`src/rtl/dotproduct_pkg.sv`:
```
// Shared types and default widths for the dot-product result unload path.
//   unload_state_t : result_unloader FSM states
//   DEF_*          : default parameter values for result_unloader
package dotproduct_pkg;

  localparam int unsigned DEF_ADDR_WIDTH     = 4;
  localparam int unsigned DEF_PARA_DEG       = 2;
  localparam int unsigned DEF_DATA_WIDTH_OUT = 16;

  typedef enum logic [1:0] {
    IDLE  = 2'd0,
    READ  = 2'd1,
    DRAIN = 2'd2,
    DONE  = 2'd3
  } unload_state_t;

endpackage

```
`src/rtl/unload_skid_fifo.sv`:
```
// Two-entry FIFO holding SRAM rows between the read port and the output beat.
// The head is always in mem0, so dout comes straight from a flop.
//   clk, rst_n   : clock, async active-low reset
//   push, din    : write a row (dropped if full and not popping)
//   pop          : remove head (ignored when empty)
//   dout         : head entry
//   full, empty  : occupancy flags
//   count        : occupancy 0..2
module unload_skid_fifo #(
  parameter int unsigned Width = 32
) (
  input  logic             clk,
  input  logic             rst_n,
  input  logic             push,
  input  logic             pop,
  input  logic [Width-1:0] din,
  output logic [Width-1:0] dout,
  output logic             full,
  output logic             empty,
  output logic [1:0]       count
);

  logic [Width-1:0] mem0;
  logic [Width-1:0] mem1;
  logic [1:0]       cnt;
  logic             do_pop;
  logic             do_push;

  assign do_pop  = pop && (cnt != 2'd0);
  assign do_push = push && ((cnt != 2'd2) || do_pop);

  // Storage shifts toward mem0 on pop; push lands in the first free slot.
  always_ff @(posedge clk or negedge rst_n) begin
    if (!rst_n) begin
      mem0 <= '0;
      mem1 <= '0;
      cnt  <= 2'd0;
    end else begin
      unique case ({do_push, do_pop})
        2'b10: begin
          if (cnt == 2'd0) mem0 <= din;
          else             mem1 <= din;
          cnt <= cnt + 2'd1;
        end
        2'b01: begin
          mem0 <= mem1;
          cnt  <= cnt - 2'd1;
        end
        2'b11: begin
          if (cnt == 2'd2) begin
            mem0 <= mem1;
            mem1 <= din;
          end else begin
            mem0 <= din;
          end
        end
        default: ;
      endcase
    end
  end

  assign dout  = mem0;
  assign count = cnt;
  assign full  = (cnt == 2'd2);
  assign empty = (cnt == 2'd0);

endmodule

```
`src/rtl/result_unloader.sv`:
```
// Drains the dot-product output SRAM after a run and streams its rows out as
// Para_Deg-word beats on a valid/ready interface, then pulses Done once.
// Optional feature macro: UNLOAD_CHECKSUM_EN (adds the Checksum output).
//   clk, reset_n        : clock, async active-low reset
//   Start               : begin a drain (only honoured in IDLE)
//   Rd_En, Rd_Addr      : SRAM row read request
//   Rd_Data             : SRAM row, valid one cycle after Rd_En
//   Out_Valid/Ready/Data: output beat handshake
//   Busy                : FSM not IDLE
//   Done                : one-cycle pulse after the last beat is accepted
//   Checksum            : sum of all accepted lanes (UNLOAD_CHECKSUM_EN only)
module result_unloader
  import dotproduct_pkg::*;
#(
  parameter int unsigned Addr_Width     = DEF_ADDR_WIDTH,
  parameter int unsigned Para_Deg       = DEF_PARA_DEG,
  parameter int unsigned Data_Width_Out = DEF_DATA_WIDTH_OUT
) (
  input  logic                               clk,
  input  logic                               reset_n,
  input  logic                               Start,
  output logic                               Rd_En,
  output logic [Addr_Width-1:0]              Rd_Addr,
  input  logic [Para_Deg*Data_Width_Out-1:0] Rd_Data,
  output logic                               Out_Valid,
  input  logic                               Out_Ready,
  output logic [Para_Deg*Data_Width_Out-1:0] Out_Data,
  output logic                               Busy,
  output logic                               Done
`ifdef UNLOAD_CHECKSUM_EN
  ,
  output logic [Data_Width_Out+Addr_Width-1:0] Checksum
`endif
);

  localparam int unsigned Ram_Depth  = 1 << Addr_Width;
  localparam int unsigned Nums_Beats = Ram_Depth / Para_Deg;
  localparam int unsigned Row_Width  = Para_Deg * Data_Width_Out;
  localparam logic [Addr_Width-1:0] Last_Addr = Addr_Width'(Nums_Beats - 1);

  unload_state_t         state, state_nxt;
  logic [Addr_Width-1:0] rd_addr, rd_addr_nxt;
  logic [Addr_Width-1:0] beat_cnt, beat_cnt_nxt;
  logic                  pend;
  logic                  rd_en;
  logic                  room;
  logic                  pop;
  logic [1:0]            fifo_count;
  logic                  fifo_full;
  logic                  fifo_empty;

  assign pop = Out_Valid && Out_Ready;

  // A read may issue only if its row is guaranteed a FIFO slot when it lands:
  // held + in flight, less the beat leaving this cycle, must stay below 2.
  assign room = ((3'(fifo_count) + 3'(pend)) < (3'd2 + 3'(pop))) && !(fifo_full && !pop);

  // Next-state, read issue and counters.
  always_comb begin
    state_nxt    = state;
    rd_addr_nxt  = rd_addr;
    beat_cnt_nxt = beat_cnt;
    rd_en        = 1'b0;
    if (pop) beat_cnt_nxt = beat_cnt + Addr_Width'(1);
    unique case (state)
      IDLE: begin
        rd_addr_nxt  = '0;
        beat_cnt_nxt = '0;
        if (Start) state_nxt = READ;
      end
      READ: begin
        rd_en = room;
        if (rd_en) begin
          if (rd_addr == Last_Addr) state_nxt = DRAIN;
          else rd_addr_nxt = rd_addr + Addr_Width'(1);
        end
      end
      DRAIN: begin
        if (pop && (beat_cnt == Last_Addr)) state_nxt = DONE;
      end
      DONE: begin
        rd_addr_nxt = '0;
        state_nxt   = IDLE;
      end
      default: state_nxt = IDLE;
    endcase
  end

  // State, counters and status flags.
  always_ff @(posedge clk or negedge reset_n) begin
    if (!reset_n) begin
      state    <= IDLE;
      rd_addr  <= '0;
      beat_cnt <= '0;
      pend     <= 1'b0;
      Busy     <= 1'b0;
      Done     <= 1'b0;
    end else begin
      state    <= state_nxt;
      rd_addr  <= rd_addr_nxt;
      beat_cnt <= beat_cnt_nxt;
      pend     <= rd_en;
      Busy     <= (state_nxt != IDLE);
      Done     <= (state_nxt == DONE);
    end
  end

  assign Rd_En     = rd_en;
  assign Rd_Addr   = rd_addr;
  assign Out_Valid = !fifo_empty;

  // Row read last cycle is on Rd_Data now; capture it.
  unload_skid_fifo #(
    .Width (Row_Width)
  ) u_fifo (
    .clk   (clk),
    .rst_n (reset_n),
    .push  (pend),
    .pop   (pop),
    .din   (Rd_Data),
    .dout  (Out_Data),
    .full  (fifo_full),
    .empty (fifo_empty),
    .count (fifo_count)
  );

`ifdef UNLOAD_CHECKSUM_EN
  localparam int unsigned Sum_Width = Data_Width_Out + Addr_Width;

  logic [Sum_Width-1:0] beat_sum;

  // Unsigned sum of all lanes in the current head beat.
  always_comb begin
    beat_sum = '0;
    for (int unsigned i = 0; i < Para_Deg; i++) begin
      beat_sum = beat_sum + Sum_Width'(Out_Data[i*Data_Width_Out +: Data_Width_Out]);
    end
  end

  always_ff @(posedge clk or negedge reset_n) begin
    if (!reset_n) begin
      Checksum <= '0;
    end else if ((state == IDLE) && Start) begin
      Checksum <= '0;
    end else if (pop) begin
      Checksum <= Checksum + beat_sum;
    end
  end
`endif

endmodule

```
`config.mk`:
```
export PLATFORM = sky130hd
export DESIGN_NAME = result_unloader
export DESIGN_NICKNAME = d
export VERILOG_FILES = /design/src/rtl/dotproduct_pkg.sv /design/src/rtl/unload_skid_fifo.sv /design/src/rtl/result_unloader.sv
export SDC_FILE = /design/constraint.sdc
export NUM_CORES = 1
export LEC_CHECK = 0
export CORE_MARGIN = 5
export CORE_UTILIZATION = 30
export CTS_CLUSTER_SIZE = 12
export DETAILED_ROUTE_END_ITERATION = 8
export HOLD_SLACK_MARGIN = 0.15
export PLACE_DENSITY = 0.61
export SETUP_SLACK_MARGIN = 0.3
export SLEW_MARGIN = 10
export SYNTH_ARGS = -nofsm -noshare
export SYNTH_HDL_FRONTEND = slang
export SYNTH_SLANG_ARGS = --single-unit
```
`constraint.sdc`:
```
create_clock -name clk -period 2.4 [get_ports clk]
set_input_delay 0.72 -clock clk [delete_from_list [all_inputs] [get_ports clk]]
set_output_delay 0.72 -clock clk [all_outputs]
set_load 0.005 [all_outputs]
```
==> run metrics <==
slowest CP cell=dfrtp_1; vias in the first global route=2,707; residual DRC count=0; R2R cell count=9; CP Launch Type=flip-flop; synthesized cell area=3600 µm²; highest clock rate=430 MHz; Sink Count=79; GPL Wtd Cong=0.721; drt first pass iters=4; # port buffers=75; Fin Hold WS=0.346 ns; clock skew=0.00458 ns; grt ovf=0; crit path cell chain=ha_4, o21bai_4, a21oi_2, and3_4, buf_6; vias per inst=4.68; slew margin rel.=60.5%; post-route ant nets=0; Die Y=120 µm; Least-Margin Pin Slew=0.591 ns; TNS Setup=0 ns; CTS tree=yes; Fillers=1,134; syn nets=344; Iteration-0 DRC Markers=110; status=completed; Syn Inst Count=301; worst r2r dst=u_fifo.dout[17]$_DFFE_PN0P_; flops & latches, synth=79; clock buffer depth=2; post-DP HPWL=5.25 mm; RR Startpoint=u_fifo.count[0]$_DFFE_PN0P_; final hold vios=0; crit path buf inv count=1; first-pass GRT wire length=13.3 mm; Core Area=11,900 µm²; final setup fails=0; I/O Pins=76; clk_lat worst skew=0.34 ns; crit-path max cell delay=0.41 ns; syn avg cell area=12.0 µm²; Root Buffer=clkbuf_16; fin worst setup slack=0.0741 ns; largest net degree at the start of global routing=45; via count=2,565; Cell Rows=40; Die Width=120 µm; Tmin final=2.33 ns; H-Tree Depth=3; FF-to-FF setup slack=0.38 ns; largest fanout on the critical path=2; Starting Density=30.3%; die area=14,300 µm²; pre-CTS setup slack=-0.433 ns; WP data required=1.68 ns; final worst-path cycle share=96.9%; Total Power=6.98 mW; Ys Warns=0; CTS Hold Buffers Added=0; Max-Cap Viols=0; PD cells=1370 nW/µm²; Reg clk slew, reported paths=0.06 ns; final wirelength=8.28 mm; Area Growth Syn to Fin=41.2%; number of CTS-inserted buffers=9; initial antenna violation count=0; Hold Crit Class=in -> async; cell family with most CP delay=flip-flops; Synth cell types=39; antenna fix cells=0; CP Capture Type=output pin; worst vdd ir=0.764 mV; RSZ-0062 raised after global routing=yes; layout cells sized above 1=22.7%; CP arrival=1.61 ns; post-synthesis sequential area ratio=54.9%; fin. max-slew vios=0; Routed WL per cell=15.1 µm; Leak Pwr=2.33 nW; Final nets=439; Tot GR Track Use=11.7%; Setup CP Type=reg -> out
## metrics by stage
stage | util, % | cells | area (µm²)
floorplan | - | 301 | 3600
global placement | 38.4 | 520 | 4550
detailed placement | 38.4 | 520 | 4550
CTS | 41.8 | 541 | 4960
global route | 42.8 | 548 | 5080
finish | 42.8 | 548 | 5080
## worst max path at each step
stage,start,cells past startpoint,slack [ns],to
floorplan,pend$_DFF_PN0_,4,0.42,Rd_En
global placement,Out_Ready,4,-0.42,Rd_En
detailed placement,Out_Ready,4,-0.43,Rd_En
CTS,u_fifo.count[0]$_DFFE_PN0P_,5,0.04,Rd_En
global route,pend$_DFF_PN0_,5,0.0006,Rd_En
finish,pend$_DFF_PN0_,5,0.07,Rd_En
## final cells by class
class                   count  area (µm²)  area share (%)
flip-flops and latches     79        1980            38.9
multi-input cells         201        1580            31.1
repair buffers            100        1010            19.9
clock buffers              13         270            5.32
well taps                 147         184            3.62
clock inverters             3        40.0           0.788
inverters                   5        18.8           0.369
## state kept, by name, summed over array words and instances, names as in the netlist
register	count
pend	1
Rd_Addr	4
u_fifo.count	2
u_fifo.mem1	32
Done	1
beat_cnt	4
state	2
Busy	1
u_fifo.dout	32
## synthesized netlist by cell type (all sizes together)
library cell	instances	share of area, %
a21boi	1	0.52
mux2	32	13
a221o	1	0.28
a22oi	21	4.4
xnor2	1	0.24
mux2i	12	3.3
inv	5	0.52
o21bai	2	0.52
nand2b	4	0.70
nor2	14	1.5
ha	7	2.4
nand4	1	0.17
a21oi	3	0.83
clkbuf	1	0.10
o31ai	3	0.63
and3b	1	0.24
and3	1	0.17
dfrtp	79	55
a211oi	1	0.21
buf	15	2.8
nor4bb	1	0.28
nor2b	2	0.42
nand3	2	0.28
xor2	2	0.49
o21ai	18	2.5
nand2	66	7.0
o2bb2ai	1	0.24
a31oi	2	0.77
a22o	1	0.24
o21a	1	0.21
## cells in the final DEF (no fill, tap or decap), drive strengths merged
| master | count |
|---|---|
| clkbuf | 17 |
| nand2 | 66 |
| nor2 | 14 |
| o2bb2ai | 1 |
| a211oi | 1 |
| bufinv | 1 |
| ha | 7 |
| o21a | 1 |
| xor2 | 2 |
| inv | 5 |
| nand3 | 2 |
| xnor2 | 1 |
| clkinv | 2 |
| a22oi | 21 |
| nor4bb | 1 |
| a21oi | 3 |
| buf | 24 |
| o31ai | 3 |
| a22o | 1 |
| and3 | 1 |
| a221o | 1 |
| dlygate4sd2 | 1 |
| and3b | 1 |
| mux2i | 12 |
| nand2b | 4 |
| a31oi | 2 |
| a21boi | 1 |
| clkdlybuf4s50 | 71 |
| o21bai | 2 |
| mux2 | 32 |
| dfrtp | 79 |
| o21ai | 18 |
| nor2b | 2 |
| nand4 | 1 |
## kinds of logic (layout without fill, tap and decap cells)
family / count (synthesis) / after routing / share of synthesized area (%)
buf+inv: 21 / 121 / 3.41
flops: 79 / 79 / 54.9
simple gates: 92 / 92 / 10.7
xor+xnor: 3 / 3 / 0.730
mux: 44 / 44 / 16.5
compound gates: 55 / 55 / 11.3
fa+ha+maj: 7 / 7 / 2.43
## report_power, final
group | switching, mW | internal (mW)
logic | 1.36 | 1.88
registers | 0.375 | 1.97
clock network | 0.517 | 0.887
## metal layers
layer	global-route usage (%)	vias to the layer above	routed length (µm)
met1	15.0	1248	3920
met3	3.63	13	393
met5	0	-	0
li1	-	1237	-
met4	5.44	0	182
met2	18.2	67	3790
## timing repair
action,4_1_cts,5_1_grt
cloned,0,2
resized for setup,18,10
endpoints found under the setup margin,33,34
buffers inserted,5,5
pin swaps,4,4
Power figures use the tool's default switching activity.
==> RTL edit 1 (same flow settings) <==
Compare `beat_cnt` against `Last_Addr` with >= in place of ==.
--- a/src/rtl/result_unloader.sv
+++ b/src/rtl/result_unloader.sv
@@ -77,5 +77,5 @@
       end
       DRAIN: begin
-        if (pop && (beat_cnt == Last_Addr)) state_nxt = DONE;
+        if (pop && (beat_cnt >= Last_Addr)) state_nxt = DONE;
       end
       DONE: begin
Function: no difference found for any inputs over 10 cycles, from zero or initial values and one cycle with reset_n low; that may be too few to reach the edited logic, so the function may still have changed.
==> RTL edit 1 against the original RTL <==
The flow now finishes with violations (negative setup slack). Core utilization grew 0.47 points. Setup slack lost 0.12 ns. Non-clock buffer count grew 1. Final area shrank 3.5%. Critical path depth is the same. Count of clock-buffer cells in the layout shrank 2. Sequential cell count is the same. Wire length shrank 3.1%. Hold slack lost 0.0079 ns. Area after synthesis shrank 4.3%. Combinational power is essentially flat. Total power shrank 2.7%. Via count grew 0.16%. Largest cell class unchanged. Largest power group unchanged. Highest routed layer unchanged.
==> RTL edit 1: results (changes against the original RTL) <==
Synth
  – Seq/Total Area, Yosys: 57.4% (+2.5 points)
  – Synth top area cells: dfrtp_1 57%, mux2_1 9.8%, nand2_1 8.1%, a22oi_1 7.0%, ha_1 2.5%
  – Commonest cells in the netlist: 79 x dfrtp_1, 74 x nand2_1, 32 x a22oi_1
  – Netlist cell types: 38 (-2.6%)

Worst setup path
  – Largest delay share family, worst path: flip-flops
  – Worst r2r path cells: 7 (-2)
  – CP arrival: 1.73 ns (+0.12 ns)

Timing
  – Relative slew slack: 71.0% (+10 points)
  – Final Skew: 0.00744 ns (+0.00287 ns)
  – Final setup vio count: 1 (+1)
  – Sum of negative setup slack: -0.0456 ns (-0.0456 ns)
  – Final worst setup slack: -0.0456 ns (-0.120 ns)

Global route
  – Total GRT Usage: 12.5% (+0.79 points)
  – Largest net degree at the start of global routing: 48 (+6.7%)
  – Vias in the first global route: 2711 (+0.15%)
  – First-pass GRT wire length: 13400 um (+0.73%)

Final layout
  – Nets: 442 (+0.68%)
  – Share of cells above drive strength 1: 15.8% (-6.9 points)

Placed design
  – Hpwl dp: 5490 um (+4.6%)
  – GP Congestion: 0.719 (-0.33%)

Pwr
  – Worst-case vdd ir drop: 0.000645 V (-16%)
  – Psw: 0.00231 W (+2.7%)
  – P_leak: 2.20 nW (-5.5%)

Route
  – Via count: 2569 (+0.16%)
  – Final wirelength: 8020 um (-3.1%)
  – M1 WL: 3500 um (-11%)
  – Max layer used: met4
  – DR iter-0 viols: 146 (+33%)
  – Met3 wire length: 449 um (+14%)
  – DR WL met2: 4000 um (+5.6%)

Clock network
  – CTS Buf Count: 9 (unchanged)
  – Clk slew on worst S/H paths: 0.06 ns (about the same)

Status
  – Violated checks: negative setup slack
  – Status: finished with violations

Min path
  – Tightest Hold Check Type: in -> async
RTL edit 1: cell type report:
type                    instances  area, sq um
well taps                     143          179
flip-flops and latches         79         1980
inverters                      10         37.5
clock inverters                 5         35.0
repair buffers                101         1000
clock buffers                  11          233
fillers                      1084         6420
multi-input cells             198         1440
RTL edit 1: timing repair:
| action | CTS | global route |
|---|---|---|
| gates resized for setup | 15 | 1 |
| endpoints found under the setup margin | 7 | 5 |
| pin swaps | 3 | 0 |
| setup buffers | 3 | 0 |
RTL edit 1: worst paths after layout:
kind,startpoint,end,slack (ns)
setup / recovery,u_fifo.count[0]$_DFFE_PN0P_,Rd_En,-0.05
hold / removal,reset_n,u_fifo.dout[27]$_DFFE_PN0P_,0.34
setup reg to reg,u_fifo.count[0]$_DFFE_PN0P_,Rd_Addr[0]$_DFFE_PN0P_,0.34
hold reg to reg,u_fifo.mem1[9]$_DFFE_PN0P_,u_fifo.dout[9]$_DFFE_PN0P_,0.48
max in group asynchronous,reset_n,u_fifo.dout[12]$_DFFE_PN0P_,1.45
min in group clk,u_fifo.mem1[9]$_DFFE_PN0P_,u_fifo.dout[9]$_DFFE_PN0P_,0.48
RTL edit 1: kinds of logic after synthesis:
group / synth area share [%]
adder cells (fa/ha/maj): 2.54
XOR/XNOR: 0.763
AND/OR/NAND/NOR: 12.2
multiplexers: 11.5
buffers and inverters: 3.60
flip-flops: 57.4
AO/OA/AOI/OAI: 12.1
RTL edit 1: power groups by stage:
stage,combinational (W),clock (W),sequential (W)
6_report,0.00323,0.00122,0.00234
5_1_grt,0.00361,0.00132,0.00244
4_1_cts,0.00333,0.00126,0.00235
3_5_place_dp,0.00321,0,0.00236
3_3_place_gp,0.00314,0,0.00233
2_1_floorplan,0.00167,0,0.00233
RTL edit 1: per-layer routing:
metal / global-route usage [%] / up-vias
li1: - / 1236
met1: 15.6 / 1266
met2: 21.2 / 56
met3: 3.80 / 11
met4: 3.21 / 0
met5: 0 / -
RTL edit 1: worst reg2reg max path: stages (launching register included):
cell and delay, ns:
dfrtp_1 0.41, ha_4 0.18, ha_4 0.22, a21boi_2 0.17
buf_4 0.15, o41ai_4 0.31, and2b_4 0.21, mux2_4 0.29
RTL edit 1: through the flow:
step	setup slack (ns)	instance area [sq um]	total power [W]	hold slack (ns)	instances
after floorplan	0.304	3470	0.00400	0.424	301
after global placement	-0.654	4570	0.00547	0.463	528
after detailed placement	-0.663	4570	0.00557	0.476	528
after CTS	-0.0538	4910	0.00694	0.344	547
after global routing	-0.132	4900	0.00737	0.365	547
final	-0.0456	4900	0.00680	0.338	547
==> RTL edit 2 (same flow settings) <==
Made on the original files. The option `UNLOAD_CHECKSUM_EN` is turned on by a define.
--- a/src/rtl/result_unloader.sv
+++ b/src/rtl/result_unloader.sv
@@ -10,4 +10,6 @@
 //   Done                : one-cycle pulse after the last beat is accepted
 //   Checksum            : sum of all accepted lanes (UNLOAD_CHECKSUM_EN only)
+`define UNLOAD_CHECKSUM_EN
+
 module result_unloader
   import dotproduct_pkg::*;
Check against the original RTL (old outputs only; new: Checksum): equivalent (equiv_simple and equiv_induct, registers matched by name and starting in step).
==> RTL edit 2 against the original RTL <==
Fmax is 14% lower. Hold slack worse by 0.0091 ns. Sequential share of layout area shrank 8.8 points. Total power down 44%. Setup slack got worse by 0.39 ns. Final area up 62%. The run now ends with negative setup slack left. Non-clock buffer count grew 132. Core utilization is 3.3 points higher. Register-to-register slack got worse by 0.70 ns. Count of clock-buffer cells in the layout down 1. Critical path depth rose by 4. Wire length up 100%. Area after synthesis up 50%. Sequential cell count up 20.
==> RTL edit 2: results (changes against the original RTL) <==
Status
  – Status: finished with violations
  – Violated checks: negative setup slack

Worst setup path
  – R2R Path End: Checksum[19]$_DFFE_PN0P_
  – Slowest stage cell, crit path: fa_1
  – Critical R2R Launch: Checksum[1]$_DFFE_PN0P_
  – CP endpoint kind: flip-flop
  – CP max FO: 4 (+2)

Timing
  – Final Skew: 0.00944 ns (+0.00486 ns)
  – Sum of negative setup slack: -2.96 ns (-2.96 ns)
  – Final worst setup slack: -0.319 ns (-0.393 ns)
  – Final setup vio count: 13 (+13)
  – Worst-margin pin slew: 0.571 ns (-0.0195 ns)

Global route
  – First-pass GRT wire length: 26800 um (+100%)
  – GRT met3 Usage: 3.27% (-0.35 points)
  – Largest net degree at the start of global routing: 39 (-13%)
  – Met2 Use GR: 28.0% (+9.8 points)
  – Met1 GRT Util: 22.1% (+7.1 points)
  – Vias in the first global route: 5054 (+87%)
  – Total GRT Usage: 16.8% (+5.1 points)
  – Initial antenna violation count: 2 (+2)

Final layout
  – Layout fillers: 1623 (+43%)
  – Nets: 805 (+83%)

Synth
  – Post-Synthesis Cells: 514 (+71%)
  – Commonest cells in the netlist: 103 x nand2_1, 99 x dfrtp_1, 33 x mux2_2
  – Adder-Cell Fraction of Synth Area: 11.7% (+9.2 points)
  – Netlist cell types: 54 (+38%)
  – Synth Area in XOR/XNOR: 1.95% (+1.2 points)
  – Seq/Total Area, Yosys: 46.0% (-9.0 points)
  – Mux cell area share after synthesis: 7.45% (-9.0 points)
  – Synth Area in Compound Gates: 15.5% (+4.2 points)

Placed design
  – GP Congestion: 0.845 (+17%)
  – PortBufs: 95 (+27%)

Pwr
  – P_int: 0.00296 W (-37%)
  – Combinational share of power: 16.9% (-29 points)
  – P_leak: 4.41 nW (+89%)
  – Clk power: 0.00155 W (+11%)
  – Pwr Total: 0.00395 W (-44%)

Route
  – Via count: 4686 (+83%)
  – Final wirelength: 16900 um (+100%)
  – DR iter-0 viols: 278 (+150%)

Clock network
  – # resized after CTS: 66 (+48)
  – # Post-CTS Setup Buffers: 16 (+11)
RTL edit 2: cell types whose count changed in the layout (fill, tap and decap cells not counted), sizes merged, moves of 8 or more:
cell	change
buf	+116
nand2	+37
a21oi	+31
dlymetal6s2s	+25
clkdlybuf4s50	-22
dfrtp	+20
dlygate4sd2	+17
fa	+17
ha	+16
a22oi	+11
mux2i	-9
nor2	+9
inv	+8
RTL edit 2: metrics by stage:
stage	hold WS (ns)	utilization [%]	setup WS (ns)
2_1_floorplan	0.424	-	-0.226
3_3_place_gp	0.466	41.1	-0.355
3_5_place_dp	0.476	41.1	-0.392
4_1_cts	0.355	45.0	-0.283
5_1_grt	0.366	46.2	-0.431
6_report	0.337	46.2	-0.319
RTL edit 2: cell type report:
| class | instances | share of cell area, % |
|---|---|---|
| clock buffer | 12 | 3.24 |
| clock inverter | 4 | 0.577 |
| inverter | 13 | 0.593 |
| multi-input combinational | 374 | 35.5 |
| sequential | 99 | 30.1 |
| tap | 229 | 3.48 |
| timing repair buffer | 232 | 26.4 |
